[src/rtl/sd_decimator_pkg.sv]
// Shared CIC constants and width helpers for the sigma-delta decimator and its DAC-side models.
package sd_decimator_pkg;

  localparam int CIC_ORDER = 3;

  // Integrator/comb width: enough headroom for R^ORDER gain plus one bit.
  function automatic int cic_acc_w(input int decim_log2);
    return CIC_ORDER * decim_log2 + 1;
  endfunction

  function automatic int cic_shift(input int decim_log2, input int out_w);
    return CIC_ORDER * decim_log2 - out_w;
  endfunction

endpackage

[src/rtl/sd_cic_comb.sv]
// One registered CIC comb stage: out = in - previous in, updated only on in_vld.
// Latency 1 clk; no backpressure, out_vld is in_vld delayed by one cycle.
module sd_cic_comb
  import sd_decimator_pkg::*;
#(
  parameter int W = 31
) (
  input  logic         clk,
  input  logic         rst,
  input  logic [W-1:0] in_dat,
  input  logic         in_vld,
  output logic [W-1:0] out_dat,
  output logic         out_vld
);

  logic [W-1:0] z_q, z_d;
  logic [W-1:0] out_q, out_d;
  logic         vld_q, vld_d;

  always_comb begin
    z_d   = z_q;
    out_d = out_q;
    vld_d = in_vld;
    if (in_vld) begin
      out_d = in_dat - z_q;
      z_d   = in_dat;
    end
  end

  always_ff @(posedge clk) begin
    if (rst) begin
      z_q   <= '0;
      out_q <= '0;
      vld_q <= 1'b0;
    end else begin
      z_q   <= z_d;
      out_q <= out_d;
      vld_q <= vld_d;
    end
  end

  assign out_dat = out_q;
  assign out_vld = vld_q;

endmodule

[src/rtl/sd_decimator.sv]
// 1-bit sigma-delta bitstream to unsigned PCM via sinc^3 decimation by 2^DECIM_LOG2.
// Strobe 4 clk after the tick edge; din is only consumed when din_valid=1, no backpressure.
module sd_decimator
  import sd_decimator_pkg::*;
#(
  parameter int DECIM_LOG2 = 10,
  parameter int OUT_W      = 16
) (
  input  logic             clk,
  input  logic             rst,
  input  logic             din,
  input  logic             din_valid,
  output logic [OUT_W-1:0] dout,
  output logic             dout_valid
);

  localparam int ACC_W = cic_acc_w(DECIM_LOG2);
  localparam int SHIFT = cic_shift(DECIM_LOG2, OUT_W);

  logic [ACC_W-1:0]      i1_q, i1_d, i2_q, i2_d, i3_q, i3_d;
  logic [ACC_W-1:0]      x_q, x_d;
  logic                  x_vld_q, x_vld_d;
  logic [DECIM_LOG2-1:0] cnt_q, cnt_d;
  logic [1:0]            warm_q, warm_d;
  logic                  ok_q, ok_d;
  logic [OUT_W-1:0]      dout_q, dout_d;
  logic                  dout_vld_q, dout_vld_d;
  logic                  tick;
  logic [ACC_W-1:0]      c1, c2, c3, y_full;
  logic                  c1_vld, c2_vld, c3_vld;

  always_comb begin
    i1_d = i1_q;
    i2_d = i2_q;
    i3_d = i3_q;
    cnt_d = cnt_q;
    tick = 1'b0;
    if (din_valid) begin
      i1_d  = i1_q + ACC_W'(din);
      i2_d  = i2_q + i1_q;
      i3_d  = i3_q + i2_q;
      cnt_d = cnt_q + DECIM_LOG2'(1);
      tick  = (cnt_q == '1);
    end

    x_d     = tick ? i3_d : x_q;
    x_vld_d = tick;
    warm_d  = (tick && warm_q != 2'd3) ? warm_q + 2'd1 : warm_q;
    // Ticks are >= 8 clk apart, so this flag stays stable while its sample is in the pipe.
    ok_d    = tick ? (warm_q == 2'd3) : ok_q;

    y_full     = c3 >> SHIFT;
    dout_d     = dout_q;
    dout_vld_d = 1'b0;
    if (c3_vld && ok_q) begin
      dout_d     = (|y_full[ACC_W-1:OUT_W]) ? '1 : y_full[OUT_W-1:0];
      dout_vld_d = 1'b1;
    end
  end

  always_ff @(posedge clk) begin
    if (rst) begin
      i1_q       <= '0;
      i2_q       <= '0;
      i3_q       <= '0;
      x_q        <= '0;
      x_vld_q    <= 1'b0;
      cnt_q      <= '0;
      warm_q     <= '0;
      ok_q       <= 1'b0;
      dout_q     <= '0;
      dout_vld_q <= 1'b0;
    end else begin
      i1_q       <= i1_d;
      i2_q       <= i2_d;
      i3_q       <= i3_d;
      x_q        <= x_d;
      x_vld_q    <= x_vld_d;
      cnt_q      <= cnt_d;
      warm_q     <= warm_d;
      ok_q       <= ok_d;
      dout_q     <= dout_d;
      dout_vld_q <= dout_vld_d;
    end
  end

  sd_cic_comb #(.W(ACC_W)) u_comb1 (
    .clk(clk), .rst(rst), .in_dat(x_q), .in_vld(x_vld_q), .out_dat(c1), .out_vld(c1_vld)
  );
  sd_cic_comb #(.W(ACC_W)) u_comb2 (
    .clk(clk), .rst(rst), .in_dat(c1), .in_vld(c1_vld), .out_dat(c2), .out_vld(c2_vld)
  );
  sd_cic_comb #(.W(ACC_W)) u_comb3 (
    .clk(clk), .rst(rst), .in_dat(c2), .in_vld(c2_vld), .out_dat(c3), .out_vld(c3_vld)
  );

  assign dout       = dout_q;
  assign dout_valid = dout_vld_q;

endmodule
[config.mk]
export PLATFORM = sky130hd
export DESIGN_NAME = sd_decimator
export DESIGN_NICKNAME = d
export VERILOG_FILES = /design/src/rtl/sd_decimator_pkg.sv /design/src/rtl/sd_cic_comb.sv /design/src/rtl/sd_decimator.sv
export SDC_FILE = /design/constraint.sdc
export NUM_CORES = 1
export LEC_CHECK = 0
export CAP_MARGIN = 10
export CELL_PAD_IN_SITES_DETAIL_PLACEMENT = 1
export CELL_PAD_IN_SITES_GLOBAL_PLACEMENT = 2
export CORE_ASPECT_RATIO = 2
export CORE_UTILIZATION = 41
export CTS_BUF_LIST = sky130_fd_sc_hd__clkbuf_4
export DETAILED_ROUTE_END_ITERATION = 7
export PLACE_DENSITY = 0.87
export SLEW_MARGIN = 10
export SYNTH_ARGS = -nofsm -noshare
export SYNTH_HDL_FRONTEND = slang
export SYNTH_SLANG_ARGS = --single-unit
[constraint.sdc]
create_clock -name clk -period 3.6 [get_ports clk]
set_input_delay 0.72 -clock clk [delete_from_list [all_inputs] [get_ports clk]]
set_output_delay 0.72 -clock clk [all_outputs]
set_load 0.005 [all_outputs]
Word level (Yosys, flattened, before mapping)

Index checks and enable logic that the tools add are counted.

Add/subtract/negate cells: 8
Equal/unequal tests: 3
Muxes and demuxes: 4
Reductions and logical operators: 2

Operator list:

| cell                    | count |
|---|---|
| $sub A31 B31 Y31        | 3 |
| $add A31 B31 Y31        | 2 |
| $add A31 B1 Y31         | 1 |
| $mux W31                | 1 |
| $mux W16                | 1 |
| $add A10 B1 Y10 const B | 1 |
| $eq A10 B10 Y1 const B  | 1 |
| $add A2 B1 Y2 const B   | 1 |
| $eq A2 B2 Y1 const B    | 1 |
| $logic_and A1 B1 Y1     | 2 |
| $mux W1                 | 2 |
| $ne A2 B2 Y1 const B    | 1 |

Flip-flop bits (word level): 344
Input port bits: 4
Logic and storage cells: 36

Logic depth before layout (Yosys ltp)

Gate-level depths: netlist (run 1).

Depth in word-level cells: 3
Depth in mapped cells: 12
Mapped depth without buffers: 12

Cells and area by module

A second synthesis (run 1) with hierarchy kept.

Cells, all modules: 2513
Area total of the unflattened synthesis: 20828.7 sq um

Modules (own cells, without submodules):

| module                    | instances | cells each | area each (sq um) |
|---|---|---|---|
| sd_decimator              | 1         | 1053       | 8779.7 |
| sd_cic_comb (u_comb2 ...) | 2         | 500        | 4047.6 |
| sd_cic_comb (u_comb1)     | 1         | 460        | 3953.8 |

Worst setup path after synthesis (run 1)

Ideal clock, no wire load.

Path kind: reg-to-reg
From: register i2_q[0]
To: register i3_q[20]
Setup time: 106 ps
Data arrival time: 2640 ps
Required time: 3494 ps
Setup slack: 854 ps
Cell stages (with the launch flop): 13
Path through: dfxtp_1 > ha_1 > inv_1 > fa_1 > nor2b_1 > o31a_1 > o22ai_1 > a21oi_1 > a21oi_1 > o21ai_1 > a21boi_1 > or4_1 > o311ai_0

Cells in the longest elaborated chain, start to end: 2

Ends and longest elaborated chain:

| item                   | line               | text |
|---|---|---|
| start, declared        | sd_decimator.sv:20 | `logic [ACC_W-1:0] i1_q, i1_d, i2_q, i2_d, i3_q, i3_d;` |
| start signal, assigned | sd_decimator.sv:75 | `i2_q <= i2_d;` |
| $add A31 B31 Y31       | sd_decimator.sv:41 | `i3_d = i3_q + i2_q;` |
| $mux W31               | sd_decimator.sv:38 | `if (din_valid) begin` |
| end signal, assigned   | sd_decimator.sv:76 | `i3_q <= i3_d;` |
| end, declared          | sd_decimator.sv:20 |  |

No other way between the ends.
A chain may end at the register's enable or synchronous reset.

Worst setup path in the final report (run 1)

From: register x_q[0]
To: register u_comb1.out_q[28] (netlist: u_comb1.out_dat[28])

Cells in the longest elaborated chain, start to end: 1

Ends and longest elaborated chain:

| item                   | line               | text |
|---|---|---|
| start, declared        | sd_decimator.sv:21 | `logic [ACC_W-1:0] x_q, x_d;` |
| start signal, assigned | sd_decimator.sv:66 | `x_q <= '0;` |
| start signal, assigned | sd_decimator.sv:77 | `x_q <= x_d;` |
| $sub A31 B31 Y31       | sd_cic_comb.sv:25  | `out_d = in_dat - z_q;` |
| end signal, assigned   | sd_cic_comb.sv:37  | `out_q <= out_d;` |
| end, declared          | sd_cic_comb.sv:17  | `logic [W-1:0] out_q, out_d;` |

No other way between the ends.

==> Flow_metrics.wiki, run 1 <==
{| class="wikitable"
! Metric !! Value
|-
| Total of hold buffers inserted after clock tree synthesis || 0
|-
| Max incr delay on CP || just over 0.4 ns
|-
| Clock Latency Late Sink || 0.82 ns
|-
| Clock sink count || 330
|-
| Async set-reset flop share out of synthesis || 0
|-
| Filler cell count || 5634
|-
| Category of the worst setup path launch point || flip-flop
|-
| Arrival time of data at the critical path endpoint || 4.02 ns
|-
| Synthesized netlist cell count || 2304
|-
| Antenna viol nets, final || 0
|-
| Kind of capture point of the worst setup path || flip-flop
|-
| Final min period || 3.36 ns
|-
| Required time of the worst setup path || 4.26 ns
|-
| Worst hold margin || 0.414 ns
|-
| DIE AREA || 48200 um^2
|-
| Cell Area, Synth || a little under 20000 um^2
|-
| Worst Path Max Fanout || 3
|-
| Minimum setup slack in the final design || 0.239 ns
|-
| Violation count after the first detailed-route iteration || 392
|-
| Peak ir drop on the vdd network || 0.207 mV
|-
| Count of different cell masters after synthesis || 88
|-
| Slew Viols, Final || 0
|-
| GRT Util Overall || 0.210
|-
| Synthesis-to-layout area growth || 9.00%
|-
| Height of the die || 310 um
|-
| Largest net degree at the start of global routing || 200
|-
| Total vias in the final route || 16517
|-
| CP Launch Point || x_q[0]
|-
| Fin. Hold Viols || 0
|-
| Total core area || 46700 um^2
|-
| CTS-repair resized insts || 0
|-
| Top cells by area, synth || dfxtp_1 34%, ha_1 9.9%, mux2i_1 8.4%
|-
| Number of global-route vias before repair || 17739
|-
| Final setup violation count || 0
|-
| Post-detailed-placement half-perimeter wirelength || 36.6 mm
|-
| Cell types with the highest counts after synthesis || 339 x nor2_1, 330 x dfxtp_1, 163 x mux2i_1
|-
| EDFF count, synth || 0
|-
| Post-DR vias/cell || 5.48
|-
| Slowest stage cell, crit path || fa_1
|-
| Worst r2r dst || u_comb1.out_dat[28]
|-
| Share of the synthesized area in the top cell type || 0.341
|-
| Max-capacitance violation count || 0
|-
| Net count of the mapped netlist || approximately 2500
|-
| Total power divided by cell area || 328 nW/um^2
|-
| Flip-flop cell with the highest count after synthesis || dfxtp_1
|-
| Number of nets in the final layout || between 2000 and 2500
|-
| Proportion of layout cells with a drive suffix above 1 || 0.0747
|-
| Library cell with the largest summed area after synthesis || dfxtp_1
|-
| Remaining Overflow, GRT || 0
|-
| Clock H-tree levels || 3
|-
| First-pass GRT wire length || a little over 80 mm
|-
| Run status || finished clean
|-
| Setup_tns || 0 ns
|-
| Most frequent cell after synthesis || nor2_1
|-
| Register clock-pin slew on the reported worst setup and hold paths || 0.07 ns
|-
| Initial cell density of the core || 0.416
|-
| Critical R2R Launch || x_q[0]
|-
| Total iterations of the first detailed-routing run || 4
|-
| Drt total wl || approximately 50 mm
|-
| YS warnings || 0
|-
| Leakage dissipation || 8.44 nW
|-
| Clock tree from TritonCTS || built
|-
| CTS root buf || clkbuf_4
|-
| Type of the setup path with the least slack || reg2reg
|-
| Last weighted congestion value of the routability-driven placer || 0.867
|-
| Period utilization || 0.933
|-
| Total clock buffers created by CTS || 79
|-
| Worst slack at placement || around 0.24 ns
|-
| WL/cell || approximately 16 um
|-
| Worst clock skew on the final layout || 0.0561 ns
|-
| Highest clock frequency the design can meet || 0.298 GHz
|-
| Average size of a mapped cell || 8.42 um^2
|-
| # IOs || 21
|-
| Port Buffer Count || 20
|-
| Setup repair after global routing missed its margin || false
|-
| Cell count of the worst reg-to-reg path || 13
|-
| Post-synthesis register bit count || 330
|-
| Hold/Removal Path Class || in2reg
|-
| Clock buffer depth || 3
|-
| Sequential element share of the synthesized area || 0.341
|-
| Setup fix buffers added after clock tree synthesis || 0
|-
| Ordered cell list for the critical path || inv_1 -> ha_1 -> fa_1 -> nor2b_1 -> o2111ai_1 -> a41o_1 -> nand4_1 -> a31oi_1 -> o41ai_1 -> buf_4 -> a41oi_1 -> mux2i_1 -> o311ai_1
|-
| Count of unresolved DRC violations after routing || 0
|-
| Endpoint of the most critical setup path || u_comb1.out_dat[28]
|-
| Slew headroom || 0.266
|-
| Initial antenna violation count || 2
|-
| Overall die width || 156 um
|-
| Number of standard-cell rows in the floorplan || 112
|-
| Reg-to-reg setup timing slack || 0.24 ns
|-
| Slew of the pin with the lowest slew margin || 1.10 ns
|}
## worst min path at each step
stage | end | startpoint | cells past startpoint
6_report | u_comb1.out_dat[13] | rst | 3
5_1_grt | u_comb1.out_dat[13] | rst | 3
4_1_cts | u_comb1.out_dat[13] | rst | 3
3_5_place_dp | u_comb3.out_dat[22] | u_comb3.out_dat[22] | 1
3_3_place_gp | u_comb3.out_dat[28] | u_comb3.out_dat[28] | 2
2_1_floorplan | u_comb3.out_dat[26] | u_comb3.out_dat[26] | 2
## layout by cell type (no fill, tap or decap), drive strengths merged, types with 7 or more instances in the layout
master and count:
xor2 48, and2 7, nand3 50, dfxtp 330
clkdlybuf4s50 18, nand2 120, o21a 37, nor2 340
a21boi 7, ha 153, clkbuf 108, a31o 8
inv 148, and4 7, a21oi 153, clkinv 19
nand2b 19, nand4 25, nor2b 24, o211ai 12
a21o 59, a211o 12, mux2i 163, or3 20
a31oi 11, a211oi 53, o21ai 89, nor3b 12
nor3 67, xnor2 70, nand3b 11, and3 23
o22ai 12, o31ai 8, o311ai 15, buf 28
o21bai 14
## through the flow
| step | utilization | std cells | area (um^2) | total power [W] |
|---|---|---|---|---|
| after detailed placement | 0.432 | 2878 | 20200 | 0.00395 |
| after CTS | 0.453 | 3010 | 21100 | 0.00708 |
| final | 0.453 | 3012 | 21100 | 0.00694 |
| after floorplan | - | 2304 | 19400 | 0.00390 |
| after global routing | 0.453 | 3012 | 21100 | 0.00725 |
| after global placement | 0.432 | 2878 | 20200 | 0.00395 |
## worst max-delay path, delay by kind of cell (launching register included)
family / cells / cell delay [ns]
adders and majority gates: 2 / 0.61
and+or+nand+nor: 2 / 0.31
AOI/OAI and AO/OA: 6 / 1.49
DFF: 1 / 0.35
muxes: 1 / 0.23
buffers and inverters: 2 / 0.23
## metal layers
metal / GRT usage / share of wire / up-vias
li1: - / - / 8243
met1: 0.186 / 0.36 / 7931
met2: 0.431 / 0.56 / 207
met3: 0.0296 / 0.025 / 136
met4: 0.125 / 0.049 / 0
met5: 0 / 0 / -
## area by class of cell
cell class,count,area [um^2],area share
Multi-Input combinational cell,1730,11800,0.558
Sequential cell,330,6620,0.313
Clock buffer,108,811,0.0384
Tap cell,627,785,0.0371
Inverter,145,544,0.0257
Timing Repair Buffer,46,435,0.0206
Clock inverter,24,145,0.00687
Antenna cell,2,5.00,0.000237
## flip-flops by register name, summed over array words and instances, names as in the netlist, 31 cells and up
signal,cells
u_comb1.out_dat,31
x_q,31
i2_q,31
u_comb1.z_q,31
u_comb2.out_dat,31
i1_q,31
u_comb3.z_q,31
i3_q,31
u_comb2.z_q,31
## power by group
group | leakage, nW | switching (W) | total (W) | internal, W
combinational | 5.20 | 0.000140 | 0.000193 | 0.0000525
sequential | 2.66 | 0.0000121 | 0.00367 | 0.00366
clock | 0.572 | 0.00155 | 0.00307 | 0.00152
total | 8.44 | 0.00170 | 0.00694 | 0.00524
## cells by family (layout without fill, tap and decap cells)
family | after synthesis | in the layout | synth area share
other cells | 0 | 2 | 0
flops | 330 | 330 | 0.341
mux | 165 | 165 | 0.0853
fa+ha+maj | 157 | 157 | 0.103
compound gates | 540 | 540 | 0.187
simple gates | 750 | 750 | 0.179
xor+xnor | 118 | 118 | 0.0533
buf+inv | 244 | 323 | 0.0514
Note: power is estimated with default switching activity, not from simulation.
==> run 2: changes to the inputs <==
==> constraint.sdc (replaced) <==
create_clock -name clk -period 3.6 [get_ports clk]
set_input_delay 0.54 -clock clk [delete_from_list [all_inputs] [get_ports clk]]
set_output_delay 0.54 -clock clk [all_outputs]
set_load 0.005 [all_outputs]
==> run 2 against run 1 <==
Sequential power is essentially flat. Clock power about the same. Maximum frequency is 0.84% lower. Non-clock buffer count decreased by 1. Clock skew fell by 0.0049 ns. Wire length fell by 0.84%. Via count down 0.46%. First-iteration DRC count rose by 14%. Hold slack got worse by 0.27 ns. Count of clock-buffer cells in the layout is 2 higher. Total power decreased by 0.22%. Final area about the same. Highest routed layer unchanged.
==> Flow_metrics.wiki, run 2 (synthesized netlist as in run 1, its figures left out) <==
{| class="wikitable"
! Metric !! Value
|-
| Run status || finished clean
|-
| Kind of capture point of the worst setup path || flip-flop
|-
| Cell class contributing the biggest share of worst-path delay || compound AO/OA/AOI/OAI gates
|-
| Sw Pwr || 0.00172 W
|-
| Clock H-tree levels || 3
|-
| Setup fix buffers added after clock tree synthesis || 0
|-
| Number of nets in the final layout || 2495
|-
| WL/cell || 16.3 um
|-
| CTS root buf || clkbuf_4
|-
| Hold/Removal Path Class || in2reg
|-
| Number of standard-cell rows in the floorplan || approximately 110
|-
| Fin. Hold Viols || 0
|-
| Count of unresolved DRC violations after routing || 0
|-
| GR peak layer || met2
|-
| Slowest stage cell, crit path || fa_1
|-
| Number of global-route vias before repair || roughly 18000
|-
| Port Buffer Count || 20
|-
| DIE AREA || 48200 um^2
|-
| Synthesis-to-layout area growth || 9.10%
|-
| Violation count after the first detailed-route iteration || 448
|-
| Initial antenna violation count || 2
|-
| Clock buffer depth || 3
|-
| Total of hold buffers inserted after clock tree synthesis || 0
|-
| Peak ir drop on the vdd network || roughly 0.18 mV
|-
| Type of the setup path with the least slack || reg2reg
|-
| Overall die width || 156 um
|-
| # IOs || 21
|-
| Ordered cell list for the critical path || inv_1 -> ha_1 -> fa_1 -> nor2b_1 -> o2111ai_1 -> a41o_1 -> nand4_1 -> a31oi_1 -> o41ai_2 -> buf_4 -> a41oi_1 -> mux2i_1 -> o311ai_1
|-
| Filler cell count || 5630
|-
| Last weighted congestion value of the routability-driven placer || 0.836
|-
| GRT Util Overall || 0.208
|-
| Proportion of power drawn by the clock network || 0.442
|-
| Total clock buffers created by CTS || 82
|-
| Sequential standard cell area || 6620 um^2
|-
| Max-capacitance violation count || 0
|-
| Initial cell density of the core || 0.416
|-
| Period utilization || 0.941
|-
| Met2 capacity usage during global routing || 0.425
|-
| Setup repair after global routing missed its margin || false
|-
| Clock Latency Late Sink || 0.81 ns
|-
| Post-DR vias/cell || 5.44
|-
| Final setup violation count || 0
|-
| Slew of the pin with the lowest slew margin || 0.788 ns
|-
| Arrival time of data at the critical path endpoint || 4.04 ns
|-
| Height of the die || ~310 um
|-
| Met1 GRT Util || 0.186
|-
| Register clock-pin slew on the reported worst setup and hold paths || 0.08 ns
|-
| Total iterations of the first detailed-routing run || 4
|-
| Largest net degree at the start of global routing || 154
|-
| Final min period || 3.39 ns
|-
| Global-route met3 utilization || 0.0272
|-
| Total vias in the final route || between 15000 and 20000
|-
| Max incr delay on CP || 0.41 ns
|-
| Remaining Overflow, GRT || 0
|-
| Portion of total power attributed to sequential cells || 0.531
|-
| Switching portion of total power || 0.248
|-
| Clock tree from TritonCTS || built
|-
| Required time of the worst setup path || 4.25 ns
|-
| First-pass GRT wire length || 81.6 mm
|-
| Final Power || a little under 0.007 W
|-
| Slew headroom || 0.474
|-
| Highest clock frequency the design can meet || 0.295 GHz
|-
| Setup_tns || 0 ns
|-
| Commonest non-fill, non-tap cell in the layout || nor2_1
|-
| Antenna viol nets, final || 0
|-
| Cell-internal power || 0.00520 W
|-
| Instance area after placement || 20200 um^2
|-
| CTS-repair resized insts || 0
|-
| Number of buffers and inverters on the critical path || 2
|-
| Worst clock skew on the final layout || 0.0512 ns
|-
| Slew Viols, Final || 0
|-
| Worst Path Max Fanout || 3
|-
| Proportion of layout cells with a drive suffix above 1 || 0.0757
|-
| Total core area || 46700 um^2
|-
| Cell area after layout || roughly 21000 um^2
|-
| Part of the power in combinational logic || 0.028
|-
| Leakage dissipation || approximately 8.4 nW
|-
| Top library cells by usage in the layout, fill and taps aside || 338 x nor2_1, 327 x dfxtp_1, 163 x mux2i_1, 153 x ha_1, 152 x a21oi_1
|-
| Category of the worst setup path launch point || flip-flop
|-
| Drt total wl || between 40 and 50 mm
|-
| Clock sink count || 330
|-
| Multi-input gate area in the final layout || 11800 um^2
|-
| Post-detailed-placement half-perimeter wirelength || between 30 and 40 mm
|-
| Total power divided by cell area || 327 nW/um^2
|}
-- run 2: cell count changes in the layout (fill, tap and decap cells not counted), sizes merged --
cell / before / now
clkinv: 19 / 29
buf: 28 / 27
clkbuf: 108 / 110
diode: 2 / 3
inv: 148 / 145
bufinv: 2 / 1
-- run 2: worst paths after layout --
path                       start                  end  slack [ns]  cells after the start
min reg2reg  u_comb3.out_dat[26]  u_comb3.out_dat[26]        0.46                      2
min                          rst  u_comb1.out_dat[12]        0.15                      2
max                       x_q[0]  u_comb1.out_dat[28]        0.21                     13
max reg2reg               x_q[0]  u_comb1.out_dat[28]        0.21                     13
-- run 2: final cells by class --
type	instances	area share
Sequential cell	330	0.313
Inverter	145	0.0257
Antenna cell	3	0.000355
Timing Repair Buffer	45	0.0202
Clock inverter	30	0.00698
Tap cell	627	0.0371
Multi-Input combinational cell	1730	0.558
Clock buffer	110	0.0390
-- run 2: power by group through the flow --
| stage | registers [W] | logic [W] | clock network [W] |
|---|---|---|---|
| 4_1_cts | 0.00367 | 0.000198 | 0.00321 |
| 6_report | 0.00367 | 0.000192 | 0.00306 |
| 2_1_floorplan | 0.00375 | 0.000144 | 0 |
| 3_5_place_dp | 0.00376 | 0.000197 | 0 |
| 3_3_place_gp | 0.00376 | 0.000192 | 0 |
| 5_1_grt | 0.00367 | 0.000214 | 0.00337 |
-- run 2: metrics by stage --
stage / hold slack (ns) / worst slack, ns / instances / utilization
floorplan: 0.441 / 0.854 / 2304 / -
global placement: 0.452 / 0.344 / 2877 / 0.432
detailed placement: 0.457 / 0.148 / 2877 / 0.432
CTS: 0.0888 / 0.139 / 3017 / 0.453
global route: 0.140 / 0.0791 / 3019 / 0.453
finish: 0.146 / 0.211 / 3020 / 0.453
-- run 2: per-layer routing --
metal | vias to the layer above | wire (um)
li1 | 8245 | -
met1 | 7836 | 17900
met2 | 205 | 27600
met3 | 155 | 1090
met4 | 0 | 2540
met5 | - | 0
-- run 2: worst reg2reg max path, stage by stage (launching register included) --
cell,delay (ns)
dfxtp_1,0.34
inv_1,0.05
ha_1,0.21
fa_1,0.42
nor2b_1,0.22
o2111ai_1,0.20
a41o_1,0.35
nand4_1,0.15
a31oi_1,0.21
o41ai_2,0.39
buf_4,0.18
a41oi_1,0.20
mux2i_1,0.22
o311ai_1,0.12
==> run 3: changes to the inputs <==
- REMOVE_ABC_BUFFERS: unset -> 1
==> run 3 against run 2 <==
Die area stayed put. Sequential power hardly changed. Wire length fell by 0.66%. Via count increased by 0.83%. Cell count barely moved. Sequential cell count unchanged. Count of clock-buffer cells in the layout down 2. Setup slack worse by 0.0095 ns. First-iteration DRC count up 4.2%. Highest routed layer unchanged.
==> Flow_metrics.wiki, run 3 (synthesized netlist as in run 1, its figures left out) <==
{| class="wikitable"
! Metric !! Value
|-
| Filler cell count || 5657
|-
| Setup_tns || 0 ns
|-
| CTS root buf || clkbuf_4
|-
| Slew of the pin with the lowest slew margin || 0.792 ns
|-
| Required time of the worst setup path || 4.23 ns
|-
| Sw Pwr || 0.00175 W
|-
| Count of unresolved DRC violations after routing || 0
|-
| Total clock buffers created by CTS || 82
|-
| Last weighted congestion value of the routability-driven placer || 0.895
|-
| Post-DR vias/cell || 5.48
|-
| Max-capacitance violation count || 0
|-
| Highest clock frequency the design can meet || 0.294 GHz
|-
| WL/cell || ~16 um
|-
| DIE AREA || 48200 um^2
|-
| Sequential standard cell area || 6620 um^2
|-
| Final min period || 3.40 ns
|-
| Max incr delay on CP || approximately 0.4 ns
|-
| Run status || finished clean
|-
| Number of standard-cell rows in the floorplan || 112
|-
| Ordered cell list for the critical path || inv_1 -> ha_1 -> fa_1 -> nor2b_1 -> o2111ai_1 -> a41o_1 -> nand4_1 -> a31oi_1 -> o41ai_1 -> buf_4 -> a41oi_1 -> mux2i_1 -> o311ai_1
|-
| Switching portion of total power || 0.242
|-
| Minimum setup slack in the final design || 0.202 ns
|-
| Violation count after the first detailed-route iteration || 467
|-
| Part of the power in combinational logic || 0.027
|-
| Fin. Hold Viols || 0
|-
| Final setup violation count || 0
|-
| Period utilization || 0.944
|-
| Clock H-tree levels || 3
|-
| Slowest stage cell, crit path || fa_1
|-
| Slew Viols, Final || 0
|-
| Synthesis-to-layout area growth || 9.71%
|-
| GRT Util Overall || 0.208
|-
| Number of buffers and inverters on the critical path || 2
|-
| CTS-repair resized insts || 0
|-
| Initial antenna violation count || 1
|-
| Proportion of layout cells with a drive suffix above 1 || 0.0764
|-
| Number of nets in the final layout || 2491
|-
| Worst slack at placement || 0.263 ns
|-
| Initial cell density of the core || 0.416
|-
| Worst hold margin || 0.116 ns
|-
| Kind of capture point of the worst setup path || flip-flop
|-
| Final cell utilization of the core || 0.456
|-
| # IOs || 21
|-
| Top library cells by usage in the layout, fill and taps aside || 338 x nor2_1, 327 x dfxtp_1, 163 x mux2i_1, 153 x ha_1, 152 x a21oi_1
|-
| Worst clock skew on the final layout || 0.0512 ns
|-
| Cell-internal power || 0.00549 W
|-
| Slew headroom || 0.472
|-
| Height of the die || 310 um
|-
| Total power divided by cell area || about 340 nW/um^2
|-
| Total vias in the final route || 16577
|-
| Total core area || 46700 um^2
|-
| Clock buffer depth || 3
|-
| Overall die width || 156 um
|-
| Multi-input gate area in the final layout || 11800 um^2
|-
| Final Power || 0.00724 W
|-
| Remaining Overflow, GRT || 0
|-
| Clock sink count || between 300 and 400
|-
| Clock tree from TritonCTS || built
|-
| Worst Path Max Fanout || 3
|-
| Portion of total power attributed to sequential cells || 0.507
|-
| Total iterations of the first detailed-routing run || 4
|-
| Peak ir drop on the vdd network || 0.165 mV
|-
| Number of global-route vias before repair || roughly 18000
|-
| First-pass GRT wire length || 82.0 mm
|-
| Category of the worst setup path launch point || flip-flop
|-
| Leakage dissipation || 8.50 nW
|-
| Port Buffer Count || 20
|-
| Type of the setup path with the least slack || reg2reg
|-
| Setup repair after global routing missed its margin || false
|-
| Setup fix buffers added after clock tree synthesis || 0
|-
| Clock Latency Late Sink || just over 0.8 ns
|-
| Cell class contributing the biggest share of worst-path delay || compound AO/OA/AOI/OAI gates
|-
| Total of hold buffers inserted after clock tree synthesis || 0
|-
| Commonest non-fill, non-tap cell in the layout || nor2_1
|-
| Proportion of power drawn by the clock network || 0.467
|-
| Drt total wl || 48.8 mm
|-
| Hold/Removal Path Class || in2reg
|-
| Post-detailed-placement half-perimeter wirelength || 35.9 mm
|-
| Antenna viol nets, final || 0
|-
| Largest net degree at the start of global routing || 104
|-
| Arrival time of data at the critical path endpoint || ~4 ns
|-
| Register clock-pin slew on the reported worst setup and hold paths || 0.07 ns
|}
run 3: layout make-up:
cell class,count,area share
Multi-Input combinational cell,1730,0.555
Clock buffer,108,0.0381
Tap cell,627,0.0369
Clock inverter,41,0.0140
Sequential cell,330,0.311
Timing Repair Buffer,41,0.0199
Inverter,145,0.0256
Antenna cell,1,0.000118
run 3: metrics by stage:
stage	std cells	cell area (um^2)
floorplan	2205	18900
global placement	2873	20200
detailed placement	2873	20200
CTS	3022	21300
global route	3023	21300
finish	3023	21300
run 3: power by group through the flow:
stage / registers [W] / logic (W) / clock network, W
final: 0.00367 / 0.000192 / 0.00338
after global routing: 0.00367 / 0.000213 / 0.00369
after CTS: 0.00367 / 0.000197 / 0.00353
after detailed placement: 0.00376 / 0.000197 / 0
after global placement: 0.00376 / 0.000190 / 0
after floorplan: 0.00375 / 0.0000751 / 0
run 3: worst register-to-register path, stage by stage (launching register included):
cell and delay [ns]:
dfxtp_1 0.35, inv_1 0.05, ha_1 0.21, fa_1 0.40, nor2b_1 0.21, o2111ai_1 0.18
a41o_1 0.34, nand4_1 0.12, a31oi_1 0.25, o41ai_1 0.40, buf_4 0.18, a41oi_1 0.21
mux2i_1 0.22, o311ai_1 0.11
run 3: routing by layer:
layer | up-vias | share of wire | GRT usage
met5 | - | 0 | 0
met4 | 0 | 0.051 | 0.128
met3 | 133 | 0.024 | 0.0278
met2 | 193 | 0.57 | 0.427
met1 | 7995 | 0.36 | 0.184
li1 | 8256 | - | -
run 3: final timing paths:
path | start | endpoint | slack (ns) | cells past startpoint
setup / recovery | x_q[0] | u_comb1.out_dat[28] | 0.20 | 13
hold / removal | rst | u_comb3.z_q[1] | 0.12 | 2
hold reg to reg | u_comb3.out_dat[28] | u_comb3.out_dat[28] | 0.47 | 2
setup reg to reg | x_q[0] | u_comb1.out_dat[28] | 0.20 | 13
